## config.mk

```make
export PLATFORM = sky130hd
export DESIGN_NAME = cute_key_sequencer
export DESIGN_NICKNAME = d
export VERILOG_FILES = /design/src/rtl/cute_lock_pkg.sv /design/src/rtl/cute_seg_counter.sv /design/src/rtl/cute_key_sequencer.sv
export SDC_FILE = /design/constraint.sdc
export NUM_CORES = 1
export LEC_CHECK = 0
export BUFFER_PORTS_ARGS = -buffer_cell sky130_fd_sc_hd__buf_2
export CAP_MARGIN = 40
export CORE_ASPECT_RATIO = 0.5
export CORE_MARGIN = 8
export CORE_UTILIZATION = 55
export DETAILED_ROUTE_END_ITERATION = 16
export HOLD_SLACK_MARGIN = 0.02
export PLACE_DENSITY = 0.77
export SKIP_CTS_REPAIR_TIMING = 1
export SLEW_MARGIN = 20
export SYNTH_ARGS = -nofsm -noshare
export SYNTH_HDL_FRONTEND = slang
export SYNTH_SLANG_ARGS = --single-unit
```

## constraint.sdc

```tcl
create_clock -name clk -period 1.81 [get_ports clk]
set_input_delay 0.181 -clock clk [delete_from_list [all_inputs] [get_ports clk]]
set_output_delay 0.181 -clock clk [all_outputs]
set_load 0.05 [all_outputs]
```

## src/rtl/cute_lock_pkg.sv

```systemverilog
// rtl/cute_lock_pkg.sv - shared Cute-Lock types and default schedule constants
package cute_lock_pkg;

  localparam int DEF_KEY_W    = 14;
  localparam int DEF_NUM_KEYS = 4;
  localparam int DEF_SEG_LEN  = 11;

  typedef enum logic [1:0] {
    SEQ_IDLE  = 2'd0,
    SEQ_ARMED = 2'd1,
    SEQ_RUN   = 2'd2
  } seq_state_t;

endpackage

```

## src/rtl/cute_seg_counter.sv

```systemverilog
// rtl/cute_seg_counter.sv - two-level segment position / key index counter
module cute_seg_counter #(
  parameter int SEG_LEN  = 11,
  parameter int NUM_KEYS = 4,
  parameter int POS_W    = 4,
  parameter int IDX_W    = 2
) (
  input  logic             clk,
  input  logic             clr_i,
  input  logic             en_i,
  output logic [IDX_W-1:0] seg_idx_o,
  output logic             frame_wrap_o
);

  logic [POS_W-1:0] pos_q, pos_d;
  logic [IDX_W-1:0] idx_q, idx_d;
  logic             pos_last, idx_last;

  assign pos_last = (pos_q == POS_W'(SEG_LEN - 1));
  assign idx_last = (idx_q == IDX_W'(NUM_KEYS - 1));

  always_comb begin
    pos_d = pos_q;
    idx_d = idx_q;
    if (clr_i) begin
      pos_d = '0;
      idx_d = '0;
    end else if (en_i) begin
      if (pos_last) begin
        pos_d = '0;
        idx_d = idx_last ? '0 : idx_q + 1'b1;
      end else begin
        pos_d = pos_q + 1'b1;
      end
    end
  end

  always_ff @(posedge clk) begin
    pos_q <= pos_d;
    idx_q <= idx_d;
  end

  assign seg_idx_o    = idx_q;
  assign frame_wrap_o = en_i & pos_last & idx_last;

endmodule

```

## src/rtl/cute_key_sequencer.sv

```systemverilog
// rtl/cute_key_sequencer.sv - key store and time-varying key schedule for a Cute-Lock FSM
module cute_key_sequencer
  import cute_lock_pkg::*;
#(
  parameter int KEY_W    = DEF_KEY_W,
  parameter int NUM_KEYS = DEF_NUM_KEYS,
  parameter int SEG_LEN  = DEF_SEG_LEN
) (
  input  logic                        clk,
  input  logic                        rst,
  input  logic                        clear,
  input  logic                        load_valid,
  output logic                        load_ready,
  input  logic [$clog2(NUM_KEYS)-1:0] load_idx,
  input  logic [KEY_W-1:0]            load_key,
  input  logic                        run,
  output logic [KEY_W-1:0]            key_out,
  output logic                        key_valid,
  output logic [$clog2(NUM_KEYS)-1:0] seg_idx,
  output logic                        frame_start,
  output logic                        armed
);

  localparam int IDX_W = $clog2(NUM_KEYS);
  localparam int POS_W = (SEG_LEN > 1) ? $clog2(SEG_LEN) : 1;

  seq_state_t          state_q, state_d;
  logic [KEY_W-1:0]    keys_q [NUM_KEYS];
  logic [KEY_W-1:0]    keys_d [NUM_KEYS];
  logic [NUM_KEYS-1:0] mask_q, mask_d;
  logic                fs_q, fs_d;
  logic                load_fire;
  logic                in_run;
  logic                frame_wrap;
  logic [IDX_W-1:0]    idx;

  assign in_run     = (state_q == SEQ_RUN);
  assign load_ready = ~in_run;
  assign load_fire  = load_valid & load_ready;

  always_comb begin
    state_d = state_q;
    mask_d  = mask_q;
    keys_d  = keys_q;
    if (load_fire) begin
      keys_d[load_idx] = load_key;
      mask_d[load_idx] = 1'b1;
    end
    case (state_q)
      SEQ_IDLE:  if (&mask_d) state_d = SEQ_ARMED;
      // A write in the same cycle as run takes priority and delays entry by one cycle.
      SEQ_ARMED: if (run && !load_fire) state_d = SEQ_RUN;
      SEQ_RUN:   if (!run) state_d = SEQ_ARMED;
      default:   state_d = SEQ_IDLE;
    endcase
    if (clear) begin
      state_d = SEQ_IDLE;
      mask_d  = '0;
      for (int i = 0; i < NUM_KEYS; i++) keys_d[i] = '0;
    end
  end

  // Pulse marks the first cycle of every frame, including the first after entry.
  always_comb begin
    fs_d = (state_d == SEQ_RUN) && (!in_run || frame_wrap);
  end

  always_ff @(posedge clk) begin
    if (rst) begin
      state_q <= SEQ_IDLE;
      mask_q  <= '0;
      fs_q    <= 1'b0;
      for (int i = 0; i < NUM_KEYS; i++) keys_q[i] <= '0;
    end else begin
      state_q <= state_d;
      mask_q  <= mask_d;
      fs_q    <= fs_d;
      keys_q  <= keys_d;
    end
  end

  cute_seg_counter #(
    .SEG_LEN  (SEG_LEN),
    .NUM_KEYS (NUM_KEYS),
    .POS_W    (POS_W),
    .IDX_W    (IDX_W)
  ) u_seg_counter (
    .clk          (clk),
    .clr_i        (rst | (state_d != SEQ_RUN)),
    .en_i         (in_run),
    .seg_idx_o    (idx),
    .frame_wrap_o (frame_wrap)
  );

  assign key_out     = in_run ? keys_q[idx] : '0;
  assign key_valid   = in_run;
  assign seg_idx     = idx;
  assign frame_start = fs_q;
  assign armed       = &mask_q;

endmodule

```

# --- Yosys cells after proc, flatten, opt, wreduce, memory -nomap -nowiden ---
# Index checks and enable logic that the tools add are counted.
totals:
  elab_cells: 59
  ff_bits: 69
  input_bits: 21
classes:
  mux: 17
  n_eq_ne: 6
  n_bitwise: 8
  n_reduce_logical: 12
  magnitude_cmp: 5
  n_addsub: 2
op_table:
  columns: ["op", "n"]
  rows:
  - ["$bwmux W56", 1]
  - ["$mux W14", 4]
  - ["$bmux W14 S2", 1]
  - ["$demux W14 S2", 1]
  - ["$mux W2", 5]
  - ["$mux W4", 2]
  - ["$reduce_and A4 Y1", 2]
  - ["$eq A2 B2 Y1 const B", 3]
  - ["$ge A3 B3 Y1 const B", 2]
  - ["$not A2 Y3", 2]
  - ["$pmux W2 S3", 1]
  - ["$add A4 B1 Y4 const B", 1]
  - ["$eq A4 B4 Y1 const B", 1]
  - ["$logic_and A1 B1 Y1", 4]
  - ["$or A4 B4 Y4", 1]
  - ["$and A1 B1 Y1", 3]
  - ["$lt A2 B3 Y1 const B", 1]
  - ["$lt A3 B1 Y1 const B", 1]
  - ["$add A2 B1 Y2 const B", 1]
  - ["$demux W1 S2", 1]
  - ["$eq A2 B1 Y1 const B", 1]
  - ["$ge A2 B1 Y1 const B", 1]
  - ["$logic_not A1 Y1", 2]
  - ["$logic_not A2 Y1", 1]
  - ["other kinds (7)", 7]

# --- Longest topological paths before layout ---
depth:
  word_depth: 12
  ltp_mapped: 7
  ltp_nobuf: 5

# --- Modules after synthesis ---
# Synthesis repeated with hierarchy kept, for this count alone.
hier_totals:
  hier_cells: 307
  area_unflattened_um2: 3039.2
modules_own_cells:
  columns: ["mod", "area_each_um2", "cells_per_inst", "seq_area_each_um2", "n_inst"]
  rows:
  - ["cute_key_sequencer", 2707.6, 272, 1261.2, 1]
  - ["cute_seg_counter", 331.6, 35, 120.1, 1]

# --- Worst setup path after synthesis ---
# OpenSTA, ideal clock, no wires.
synth_timing:
  path_type: "reg-to-output"
  startpoint: "reg u_seg_counter.idx_q[0] (netlist: u_seg_counter.seg_idx_o[0])"
  endpoint: "out key_out[0]"
  t_arrival_ns: 2.080
  path_slack_ns: -0.451
  path_buffers: 2
  required_ns: 1.629
  path_stages_with_launch: 5
  path_cell_list: "dfxtp_1 > buf_2 > buf_2 > mux4_2 > and2_1"
synth_between:
  elab_chain_len: 5
synth_lines:
  columns: ["element", "line", "text"]
  rows:
  - ["start: declaration", "cute_seg_counter.sv:16", "logic [IDX_W-1:0] idx_q, idx_d;"]
  - ["start signal: assignment", "cute_seg_counter.sv:40", "idx_q <= idx_d;"]
  - ["$not A2 Y3 (implied by the code)", "cute_key_sequencer.sv:95", "assign key_out = in_run ? keys_q[idx] : '0;"]
  - ["$bmux W14 S2", "cute_key_sequencer.sv:95", null]
  - ["$mux W14 (implied by the code) (2 in series)", "cute_key_sequencer.sv:95", null]
  - ["$mux W14", "cute_key_sequencer.sv:95", null]
  - ["end: declaration", "cute_key_sequencer.sv:17", "output logic [KEY_W-1:0] key_out,"]
# No other way between the ends. The select of a mux whose other input is x is not followed.

# --- Final worst setup path ---
layout_timing:
  startpoint: "reg u_seg_counter.idx_q[0] (netlist: u_seg_counter.seg_idx_o[0])"
  endpoint: "out key_out[11]"
# The elaborated chain is that of the path after synthesis.

==> report_table.html <==
<table>
<tr><th>Metric</th><th>Value</th></tr>
<tr><th colspan="2">Outcome</th></tr>
<tr><td>Outcome</td><td>finished, violations left</td></tr>
<tr><td>Failing checks</td><td>negative setup slack</td></tr>
<tr><th colspan="2">Synth</th></tr>
<tr><td>Share of the yosys chip area belonging to registers</td><td>0.461</td></tr>
<tr><td>Number of enable-type register cells in the synthesized netlist</td><td>0</td></tr>
<tr><td>Post-synth top flop</td><td>sky130_fd_sc_hd__dfxtp_1</td></tr>
<tr><td>Synth top area share</td><td>0.461</td></tr>
<tr><td>Leading cell type by number of instances after synthesis</td><td>sky130_fd_sc_hd__dfxtp_1</td></tr>
<tr><td>Largest cells by area after synthesis</td><td>sky130_fd_sc_hd__dfxtp_1, sky130_fd_sc_hd__mux4_2, sky130_fd_sc_hd__mux2i_1</td></tr>
<tr><td>Warnings from Yosys</td><td>0</td></tr>
<tr><td>Mapped Cells</td><td>320</td></tr>
<tr><td>Synth top cells by count</td><td>sky130_fd_sc_hd__dfxtp_1, sky130_fd_sc_hd__nand2_1, sky130_fd_sc_hd__nor2_1</td></tr>
<tr><td>Number of distinct library cells after synthesis</td><td>35</td></tr>
<tr><td>Share of synthesized registers carrying an async set or reset</td><td>0</td></tr>
<tr><td>Synthesized area per cell</td><td>9.36 um2</td></tr>
<tr><td>Netlist area before placement</td><td>0.00300 mm2</td></tr>
<tr><td>Dominant cell type by area after synthesis</td><td>sky130_fd_sc_hd__dfxtp_1</td></tr>
<tr><td>Number of register bits inferred by synthesis</td><td>69</td></tr>
<tr><td>Total nets after synthesis</td><td>342</td></tr>
<tr><th colspan="2">Job</th></tr>
<tr><td>Max-cap violation count</td><td>0</td></tr>
<tr><th colspan="2">Die</th></tr>
<tr><td>Number of top-level design ports</td><td>41</td></tr>
<tr><td>Floorplan die height</td><td>68.2 um</td></tr>
<tr><td>Core ar.</td><td>0.00537 mm2</td></tr>
<tr><td>Number of rows created at floorplan</td><td>19</td></tr>
<tr><td>Horizontal die dimension</td><td>120 um</td></tr>
<tr><td>Die Footprint</td><td>0.00821 mm2</td></tr>
<tr><td>Effective utilization at floorplan</td><td>0.558</td></tr>
<tr><th colspan="2">Global routing</th></tr>
<tr><td>Via count of the first global-routing pass</td><td>2449</td></tr>
<tr><td>Maximum number of pins on one net before global-route repair</td><td>43</td></tr>
<tr><td>Total global-route track usage</td><td>0.181</td></tr>
<tr><td>Global-route wire length before repair</td><td>11500 um</td></tr>
<tr><td>Aggregate global routing overflow</td><td>0</td></tr>
<tr><td>Initial antenna violation count</td><td>0</td></tr>
<tr><th colspan="2">STA</th></tr>
<tr><td>Final count of negative-setup-slack endpoints</td><td>13</td></tr>
<tr><td>Fin Clk Skew</td><td>0.0112 ns</td></tr>
<tr><td>Final Worst Setup Slack</td><td>-0.0748 ns</td></tr>
<tr><td>RSZ-0062 raised after global routing</td><td>true</td></tr>
<tr><td>Number of pins with negative max-slew slack in the final report</td><td>0</td></tr>
<tr><td>Count of endpoints failing hold in the final timing report</td><td>0</td></tr>
<tr><td>Relative slew slack</td><td>0.464</td></tr>
<tr><td>WHS</td><td>0.102 ns</td></tr>
<tr><td>Setup_tns</td><td>-0.656 ns</td></tr>
<tr><td>Top achievable clock speed</td><td>0.531 GHz</td></tr>
<tr><td>Actual slew at the worst max-slew pin</td><td>0.805 ns</td></tr>
<tr><td>Period utilization</td><td>1.04</td></tr>
<tr><td>Minimum clock period</td><td>1.88 ns</td></tr>
<tr><th colspan="2">Detailed routing</th></tr>
<tr><td>Number of search-and-repair iterations in the first detailed-routing pass</td><td>4</td></tr>
<tr><td>Via count of the routed design</td><td>2481</td></tr>
<tr><td>Initial DRC Count</td><td>195</td></tr>
<tr><td>Via density per instance</td><td>5.65</td></tr>
<tr><td>Post-DR wirelength/cell</td><td>16.8 um</td></tr>
<tr><td>Number of nets still failing antenna checks after routing</td><td>0</td></tr>
<tr><td>Total length of routed wires</td><td>7370 um</td></tr>
<tr><td>Number of remaining DRC errors</td><td>0</td></tr>
<tr><th colspan="2">Power and ir drop</th></tr>
<tr><td>Peak supply drop</td><td>0.000444 V</td></tr>
<tr><td>Post-route total power</td><td>3060 uW</td></tr>
<tr><td>Cell leakage power</td><td>0.00143 uW</td></tr>
<tr><td>Pwr per Cell Area</td><td>830 mW/mm2</td></tr>
<tr><th colspan="2">Clock network</th></tr>
<tr><td>Clk_lat worst skew</td><td>0.35 ns</td></tr>
<tr><td>Clock slew seen by the registers of the worst setup and hold paths</td><td>0.08 ns</td></tr>
<tr><td>Root buf cell</td><td>sky130_fd_sc_hd__clkbuf_8</td></tr>
<tr><td>TritonCTS buffer count</td><td>9</td></tr>
<tr><td>Clk sink count</td><td>69</td></tr>
<tr><td>Maximum buffer depth of the clock tree</td><td>2</td></tr>
<tr><td>CTS tree</td><td>built</td></tr>
<tr><td>H-tree level count</td><td>3</td></tr>
<tr><th colspan="2">Setup path</th></tr>
<tr><td>Highest fanout seen on the critical path</td><td>8</td></tr>
<tr><td>Data required time at the worst endpoint</td><td>1.63 ns</td></tr>
<tr><td>Critical path class</td><td>reg2out</td></tr>
<tr><td>Launching element type of the critical path</td><td>flop</td></tr>
<tr><td>Crit path capture type</td><td>output pin</td></tr>
<tr><td>Worst path arrival time</td><td>1.70 ns</td></tr>
<tr><th colspan="2">Hold path</th></tr>
<tr><td>Tightest Hold Check Type</td><td>in2reg</td></tr>
<tr><th colspan="2">Cells and area</th></tr>
<tr><td>Post-route standard cell area excluding fillers</td><td>0.00368 mm2</td></tr>
<tr><td>Post-layout utilization of the core</td><td>0.685</td></tr>
<tr><td>Net count, final</td><td>383</td></tr>
<tr><td>Signed area change from the synthesized netlist to the final layout</td><td>22.9%</td></tr>
<tr><td>Number of diodes added for antenna fixing</td><td>0</td></tr>
<tr><td>Share of layout cells above drive strength 1</td><td>0.276</td></tr>
<tr><th colspan="2">Place</th></tr>
<tr><td>Count of port buffers added during placement</td><td>40</td></tr>
<tr><td>Placer Congestion</td><td>0.761</td></tr>
<tr><td>DP HPWL</td><td>4700 um</td></tr>
<tr><td>Placed inst area</td><td>0.00328 mm2</td></tr>
</table>
through the flow:
step / cells / worst slack, ns
CTS: 435 / -0.243
finish: 439 / -0.0748
global placement: 419 / 0.142
detailed placement: 419 / 0.140
floorplan: 320 / -0.000129
global route: 439 / -0.123
power breakdown:
| group | leakage (uW) | internal (uW) | switching [uW] | total (uW) |
|---|---|---|---|---|
| combinational | 0.000767 | 66.5 | 108 | 174 |
| sequential | 0.000559 | 1530 | 9.83 | 1540 |
| clock | 0.000101 | 775 | 563 | 1340 |
flip-flops by register name, summed over array words and instances (netlist names):
signal / cells
u_seg_counter.pos_q: 4
mask_q: 4
keys_q: 56
frame_start: 1
u_seg_counter.seg_idx_o: 2
state_q: 2
worst max-delay path: stages, from the launching register on:
cell                      delay, ns
sky130_fd_sc_hd__dfxtp_4       0.40
sky130_fd_sc_hd__buf_12        0.15
sky130_fd_sc_hd__mux4_2        0.49
sky130_fd_sc_hd__and2_4        0.17
sky130_fd_sc_hd__buf_6         0.14
worst paths after layout:
check,start,endpoint,slack [ns],depth (start not counted)
setup / recovery,u_seg_counter.seg_idx_o[0],key_out[11],-0.07,4
hold / removal,load_key[8],keys_q[36],0.10,3
setup reg to reg,state_q[0],state_q[0],0.24,5
hold reg to reg,keys_q[5],keys_q[5],0.46,2
routing by layer:
metal | GRT usage | share of wire | up-vias
met2 | 0.331 | 0.50 | 89
met1 | 0.194 | 0.41 | 1200
li1 | - | - | 1178
met4 | 0.0909 | 0.019 | 0
met5 | 0 | 0 | -
met3 | 0.0535 | 0.067 | 14
logic make-up after synthesis:
| kind of cell | Yosys count | share of synthesized area |
|---|---|---|
| AND/OR/NAND/NOR | 134 | 0.206 |
| flip-flops | 69 | 0.461 |
| AO/OA/AOI/OAI | 45 | 0.0823 |
| multiplexers | 43 | 0.202 |
| buffers and inverters | 27 | 0.0414 |
| XOR/XNOR | 1 | 0.00292 |
| adder cells (fa/ha/maj) | 1 | 0.00418 |
area by class of cell:
class / count / area, um2
fill: 399 / 1690
multi-input combinational: 224 / 1530
sequential: 69 / 1390
timing repair buffer: 54 / 452
clock buffer: 12 / 135
tap: 73 / 91.3
clock inverter: 4 / 72.6
inverter: 3 / 11.3
placed cells by master, fill, tap and decap left out, drive strengths merged, types with 2 or more instances in the layout:
master / n
nor3b: 4
o21ai: 4
mux2i: 29
clkbuf: 12
or3: 2
nand4b: 2
nor2b: 3
bufinv: 2
dfxtp: 69
nand3: 4
inv: 3
buf: 54
mux4: 14
a21oi: 35
and2: 14
nor2: 38
nand2: 59
No activity file was read; power rests on OpenSTA's default activity.
